===== src/rtl/exit_fee_collector.sv =====
// Pay-on-exit transaction controller: latches the fee, takes coins, returns change,
// holds the exit barrier open for a fixed time, accumulates saturating revenue.
module exit_fee_collector #(
  parameter int TIMEOUT_CYCLES   = 1000,
  parameter int GATE_OPEN_CYCLES = 50,
  parameter int REV_WIDTH        = 16
) (
  input  logic                 i_clk,
  input  logic                 i_reset,
  input  logic                 i_exit_detected,
  input  logic [7:0]           i_cost,
  input  logic                 i_coin_valid,
  input  logic [3:0]           i_coin_value,
  input  logic                 i_attendant_clear,
  output logic [7:0]           o_amount_due,
  output logic [7:0]           o_change_out,
  output logic                 o_change_valid,
  output logic                 o_coin_reject,
  output logic                 o_gate_open,
  output logic                 o_busy,
  output logic                 o_alarm,
  output logic [REV_WIDTH-1:0] o_revenue
);

  localparam logic [2:0] S_IDLE    = 3'd0;
  localparam logic [2:0] S_FETCH   = 3'd1;
  localparam logic [2:0] S_COLLECT = 3'd2;
  localparam logic [2:0] S_OPEN    = 3'd3;
  localparam logic [2:0] S_ALARM   = 3'd4;

  // One timer serves both the payment timeout and the gate-open interval.
  localparam int TMR_MAX = (TIMEOUT_CYCLES > GATE_OPEN_CYCLES) ? TIMEOUT_CYCLES : GATE_OPEN_CYCLES;
  localparam int TMR_W   = $clog2(TMR_MAX + 1);

  logic [2:0]           r_state;
  logic                 r_pending;
  logic [TMR_W-1:0]     r_timer;
  logic [7:0]           r_fee;
  logic [7:0]           r_amount_due;
  logic [7:0]           r_change_out;
  logic                 r_change_valid;
  logic                 r_coin_reject;
  logic                 r_gate_open;
  logic                 r_alarm;
  logic [REV_WIDTH-1:0] r_revenue;

  logic [2:0]           w_state_next;
  logic                 w_pending_next;
  logic [TMR_W-1:0]     w_timer_next;
  logic [7:0]           w_fee_next;
  logic [7:0]           w_amount_next;
  logic [7:0]           w_change_out_next;
  logic                 w_change_valid_next;
  logic                 w_coin_reject_next;
  logic [REV_WIDTH-1:0] w_revenue_next;

  logic                 w_coin_ok;
  logic [7:0]           w_coin_ext;
  logic [REV_WIDTH:0]   w_rev_sum;
  logic [REV_WIDTH-1:0] w_rev_sat;

  assign w_coin_ok  = i_coin_valid && (i_coin_value != 4'd0);
  assign w_coin_ext = {4'd0, i_coin_value};
  assign w_rev_sum  = {1'b0, r_revenue} + {{(REV_WIDTH + 1 - 8){1'b0}}, r_fee};
  assign w_rev_sat  = w_rev_sum[REV_WIDTH] ? {REV_WIDTH{1'b1}} : w_rev_sum[REV_WIDTH-1:0];

  always_comb begin
    w_state_next        = r_state;
    w_pending_next      = r_pending;
    w_timer_next        = r_timer;
    w_fee_next          = r_fee;
    w_amount_next       = r_amount_due;
    w_change_out_next   = 8'd0;
    w_change_valid_next = 1'b0;
    w_revenue_next      = r_revenue;
    w_coin_reject_next  = i_coin_valid && ((i_coin_value == 4'd0) || (r_state != S_COLLECT));

    // A single exit can wait behind the current transaction; extra ones are lost.
    if (i_exit_detected && (r_state != S_IDLE))
      w_pending_next = 1'b1;

    case (r_state)
      S_IDLE: begin
        if (i_exit_detected || r_pending) begin
          w_state_next   = S_FETCH;
          w_pending_next = 1'b0;
        end
      end
      S_FETCH: begin
        w_fee_next    = i_cost;
        w_amount_next = i_cost;
        w_timer_next  = '0;
        w_state_next  = (i_cost == 8'd0) ? S_OPEN : S_COLLECT;
      end
      S_COLLECT: begin
        if (w_coin_ok) begin
          w_timer_next = '0;
          if (w_coin_ext < r_amount_due) begin
            w_amount_next = r_amount_due - w_coin_ext;
          end else begin
            w_change_out_next   = w_coin_ext - r_amount_due;
            w_change_valid_next = (w_coin_ext != r_amount_due);
            w_amount_next       = 8'd0;
            w_revenue_next      = w_rev_sat;
            w_state_next        = S_OPEN;
          end
        end else if (r_timer == TMR_W'(TIMEOUT_CYCLES - 1)) begin
          w_state_next = S_ALARM;
        end else begin
          w_timer_next = r_timer + 1'b1;
        end
      end
      S_OPEN: begin
        if (r_timer == TMR_W'(GATE_OPEN_CYCLES - 1)) begin
          w_timer_next  = '0;
          w_amount_next = 8'd0;
          w_state_next  = S_IDLE;
        end else begin
          w_timer_next = r_timer + 1'b1;
        end
      end
      S_ALARM: begin
        if (i_attendant_clear) begin
          w_amount_next = 8'd0;
          w_timer_next  = '0;
          w_state_next  = S_IDLE;
        end
      end
      default: w_state_next = S_IDLE;
    endcase
  end

  always_ff @(posedge i_clk or negedge i_reset) begin
    if (!i_reset) begin
      r_state        <= S_IDLE;
      r_pending      <= 1'b0;
      r_timer        <= '0;
      r_fee          <= 8'd0;
      r_amount_due   <= 8'd0;
      r_change_out   <= 8'd0;
      r_change_valid <= 1'b0;
      r_coin_reject  <= 1'b0;
      r_gate_open    <= 1'b0;
      r_alarm        <= 1'b0;
      r_revenue      <= '0;
    end else begin
      r_state        <= w_state_next;
      r_pending      <= w_pending_next;
      r_timer        <= w_timer_next;
      r_fee          <= w_fee_next;
      r_amount_due   <= w_amount_next;
      r_change_out   <= w_change_out_next;
      r_change_valid <= w_change_valid_next;
      r_coin_reject  <= w_coin_reject_next;
      r_gate_open    <= (w_state_next == S_OPEN);
      r_alarm        <= (w_state_next == S_ALARM);
      r_revenue      <= w_revenue_next;
    end
  end

  assign o_amount_due   = r_amount_due;
  assign o_change_out   = r_change_out;
  assign o_change_valid = r_change_valid;
  assign o_coin_reject  = r_coin_reject;
  assign o_gate_open    = r_gate_open;
  assign o_busy         = (r_state != S_IDLE);
  assign o_alarm        = r_alarm;
  assign o_revenue      = r_revenue;

endmodule

===== config.mk =====
export PLATFORM = sky130hd
export DESIGN_NAME = exit_fee_collector
export DESIGN_NICKNAME = d
export VERILOG_FILES = /design/src/rtl/exit_fee_collector.sv
export SDC_FILE = /design/constraint.sdc
export NUM_CORES = 1
export LEC_CHECK = 0
export ABC_AREA = 1
export CAP_MARGIN = 20
export CORE_ASPECT_RATIO = 0.75
export CORE_MARGIN = 5
export CORE_UTILIZATION = 35
export CTS_BUF_LIST = sky130_fd_sc_hd__clkbuf_8
export DETAILED_ROUTE_END_ITERATION = 10
export PLACE_DENSITY_LB_ADDON = 0.25
export SLEW_MARGIN = 15
export SYNTH_ARGS = -nofsm -noshare
export SYNTH_HDL_FRONTEND = slang
export SYNTH_SLANG_ARGS = --single-unit

===== constraint.sdc =====
create_clock -name i_clk -period 2.6 [get_ports i_clk]
set_input_delay 0.52 -clock i_clk [delete_from_list [all_inputs] [get_ports i_clk]]
set_output_delay 0.52 -clock i_clk [all_outputs]
set_load 0.1 [all_outputs]

==> key figures <==
Drt
  • Via density: 4.79
  • Total iterations of the first detailed-routing run: 6
  • Wire per inst: 13.4 um
  • Via Count: 3537
  • WL final: 9.89 mm
  • Final antenna-violating net count: 0
  • Initial DRC Count: 235
  • DRC Markers: 0

Synth
  • Flops & latches, synth: 58
  • Post-Synthesis Cells: 519
  • Syn_area_per_cell: 7.36 um2
  • Ys Warns: 0
  • Main synth FF type: dfrtp_1
  • Top-count cell post-synth: nand2_1
  • Synth top cells by count: nand2_1, inv_1, dfrtp_1
  • Synth top area share: 0.380
  • Synthesized area: 3820 um2
  • Top cells by area, synth: dfrtp_1, nand2_1, inv_1
  • Fraction of registers with async set/reset: 1.00
  • Sequential-to-total area share from yosys stat: 0.380
  • Area leader, netlist: dfrtp_1
  • Distinct cells, synth: 37
  • Post-synth EDFFs: 0

Die
  • Die footprint: 13100 um2
  • Die X: 131 um
  • CORE AREA: 10800 um2
  • Initial cell density of the core: 0.353
  • # IOs: 54
  • Row cnt: 33
  • Die span in y: 100 um

Worst setup path
  • Flop-to-flop setup slack: 0.47 ns
  • CP max stage cell: clkdlybuf4s50_1
  • Cells along the critical path: clkdlybuf4s50_1 -> inv_1 -> ha_1 -> fa_1 -> nor2_4 -> nor2_2 -> nor2_4 -> nand2_2 -> inv_1 -> buf_4 -> nand2_1 -> nand2_1 -> nand3_2
  • CP Max Fanout: 7
  • Reg2reg path depth: 11
  • CP peak stage delay: 0.48 ns
  • Delay-heaviest family, CP: buffers and inverters
  • Critical Path RT: 2.83 ns
  • Crit path DAT: 2.57 ns
  • Critical path class: in2reg
  • Setup crit end kind: register
  • R2r endpoint: o_revenue[0]
  • Critical path launch point type: input pin
  • Reg-to-reg startpoint: o_revenue[0]
  • Crit path buffers/inverters: 4

Clocking
  • Post-CTS resize count: 0
  • Setup repair bufs after CTS: 0
  • TritonCTS Sinks: 58
  • Clk root buf: clkbuf_8
  • Clk Latency, worst-skew pair: 0.35 ns
  • TritonCTS clock tree: built
  • Clk buf depth: 2
  • Inserted Clock Buffers: 9
  • Worst-path clk slew: 0.07 ns
  • # H-tree levels: 3
  • Hold_buf cts: 0

Power and ir drop
  • Max IR drop VDD: 0.562 mV
  • Leakage: 2.58 nW
  • PwrDens: 1290 nW/um2

STA
  • Fin crit share: 0.900
  • Tmin final: 2.34 ns
  • RSZ-0062 raised after global routing: false
  • Final worst clock skew: 0.0104 ns
  • Hold Vio Cnt, Final: 0
  • Pins Over Slew Limit: 0
  • Fmax: 427 MHz
  • Setup violators final: 0

Place
  • Placed cells: 723
  • Post-DP HPWL: 7.74 mm
  • Routability cong.: 0.910
  • Port Buffers: 53

Layout
  • Layout cells sized above 1: 0.180
  • Final net count: 632
  • Area Overhead vs Synth: 23.9%
  • Post-Layout Cell Count: 739
  • Final core occ: 0.437
  • Diodes inserted: 0

Job
  • Number of max-cap violations: 0

GRT
  • First-pass GRT wire length: 16.7 mm
  • Number of global-route vias before repair: 3398
  • All-Layer GR Usage: 0.161
  • Grt ovf: 0
  • Initial antenna violation count: 0
  • Largest net degree at the start of global routing: 59

Outcome
  • Status: finished, final reports clean

Worst hold path
  • Hold Crit Class: in2async
metal layers:
| layer | up-vias | track usage | wire length, um |
|---|---|---|---|
| met3 | 13 | 0.0404 | 689 |
| met5 | - | 0 | 0 |
| met2 | 116 | 0.237 | 4290 |
| li1 | 1786 | - | - |
| met4 | 0 | 0.0482 | 133 |
| met1 | 1622 | 0.233 | 4770 |
per-stage QoR:
stage	setup slack [ns]	power, mW	hold slack [ns]	area (um2)	TNS [ns]
2_1_floorplan	0.0776	4.22	0.224	3820	0
3_3_place_gp	-0.0608	5.10	0.477	4510	-0.203
3_5_place_dp	-0.112	5.15	0.486	4510	-1.02
4_1_cts	0.261	6.12	0.176	4730	0
5_1_grt	0.126	6.54	0.196	4730	0
6_report	0.260	6.08	0.160	4730	0
power by group:
group / switching [mW] / internal (mW) / leakage (nW) / total (mW)
Clock: 0.368 / 0.558 / 0.113 / 0.926
Combinational: 2.68 / 1.03 / 1.72 / 3.71
Sequential: 0.283 / 1.17 / 0.750 / 1.45
Total: 3.33 / 2.76 / 2.58 / 6.08
registers in the layout (all words and copies together) (netlist names):
| register | count |
|---|---|
| o_change_out | 8 |
| o_alarm | 1 |
| o_gate_open | 1 |
| r_state | 3 |
| r_pending | 1 |
| o_revenue | 16 |
| o_coin_reject | 1 |
| o_amount_due | 8 |
| o_change_valid | 1 |
| r_timer | 10 |
| r_fee | 8 |
how the worst max path moves through the flow:
stage / startpoint / to / cells past startpoint
finish: i_coin_value[0] / o_revenue[11] / 13
global placement: i_coin_value[0] / o_revenue[11] / 13
CTS: i_coin_value[0] / o_revenue[11] / 13
detailed placement: i_coin_value[0] / o_revenue[11] / 13
global route: i_coin_value[0] / o_amount_due[6] / 14
floorplan: o_revenue[0] / o_revenue[6] / 12
cells by family (layout without fill, tap and decap cells):
kind of cell,after synthesis,count (layout),share of synthesized area
buffers and inverters,87,166,0.0970
adder cells (fa/ha/maj),21,21,0.0747
AO/OA/AOI/OAI,39,39,0.0557
other,1,2,0.000982
XOR/XNOR,10,10,0.0229
flip-flops,58,58,0.380
AND/OR/NAND/NOR,303,303,0.368
cells in the final DEF (no fill, tap or decap), types with 8 or more instances in the layout:
| master | instances |
|---|---|
| nor2_1 | 37 |
| clkdlybuf4s50_1 | 15 |
| buf_4 | 56 |
| clkbuf_8 | 10 |
| nand2_1 | 172 |
| nand3_1 | 44 |
| dfrtp_1 | 58 |
| a21oi_1 | 10 |
| o21ai_0 | 17 |
| nand3_2 | 12 |
| ha_1 | 18 |
| inv_1 | 75 |
| xor2_1 | 8 |
area by class of cell:
type                            count  area [um2]
Fill cell                        1094        6090
Multi-Input combinational cell    375        2000
Sequential cell                    58        1450
Timing Repair Buffer               73         596
Inverter                           77         289
Tap cell                          140         175
Clock buffer                       10         138
Clock inverter                      6        81.3
Note: power is estimated with default switching activity, not from simulation.
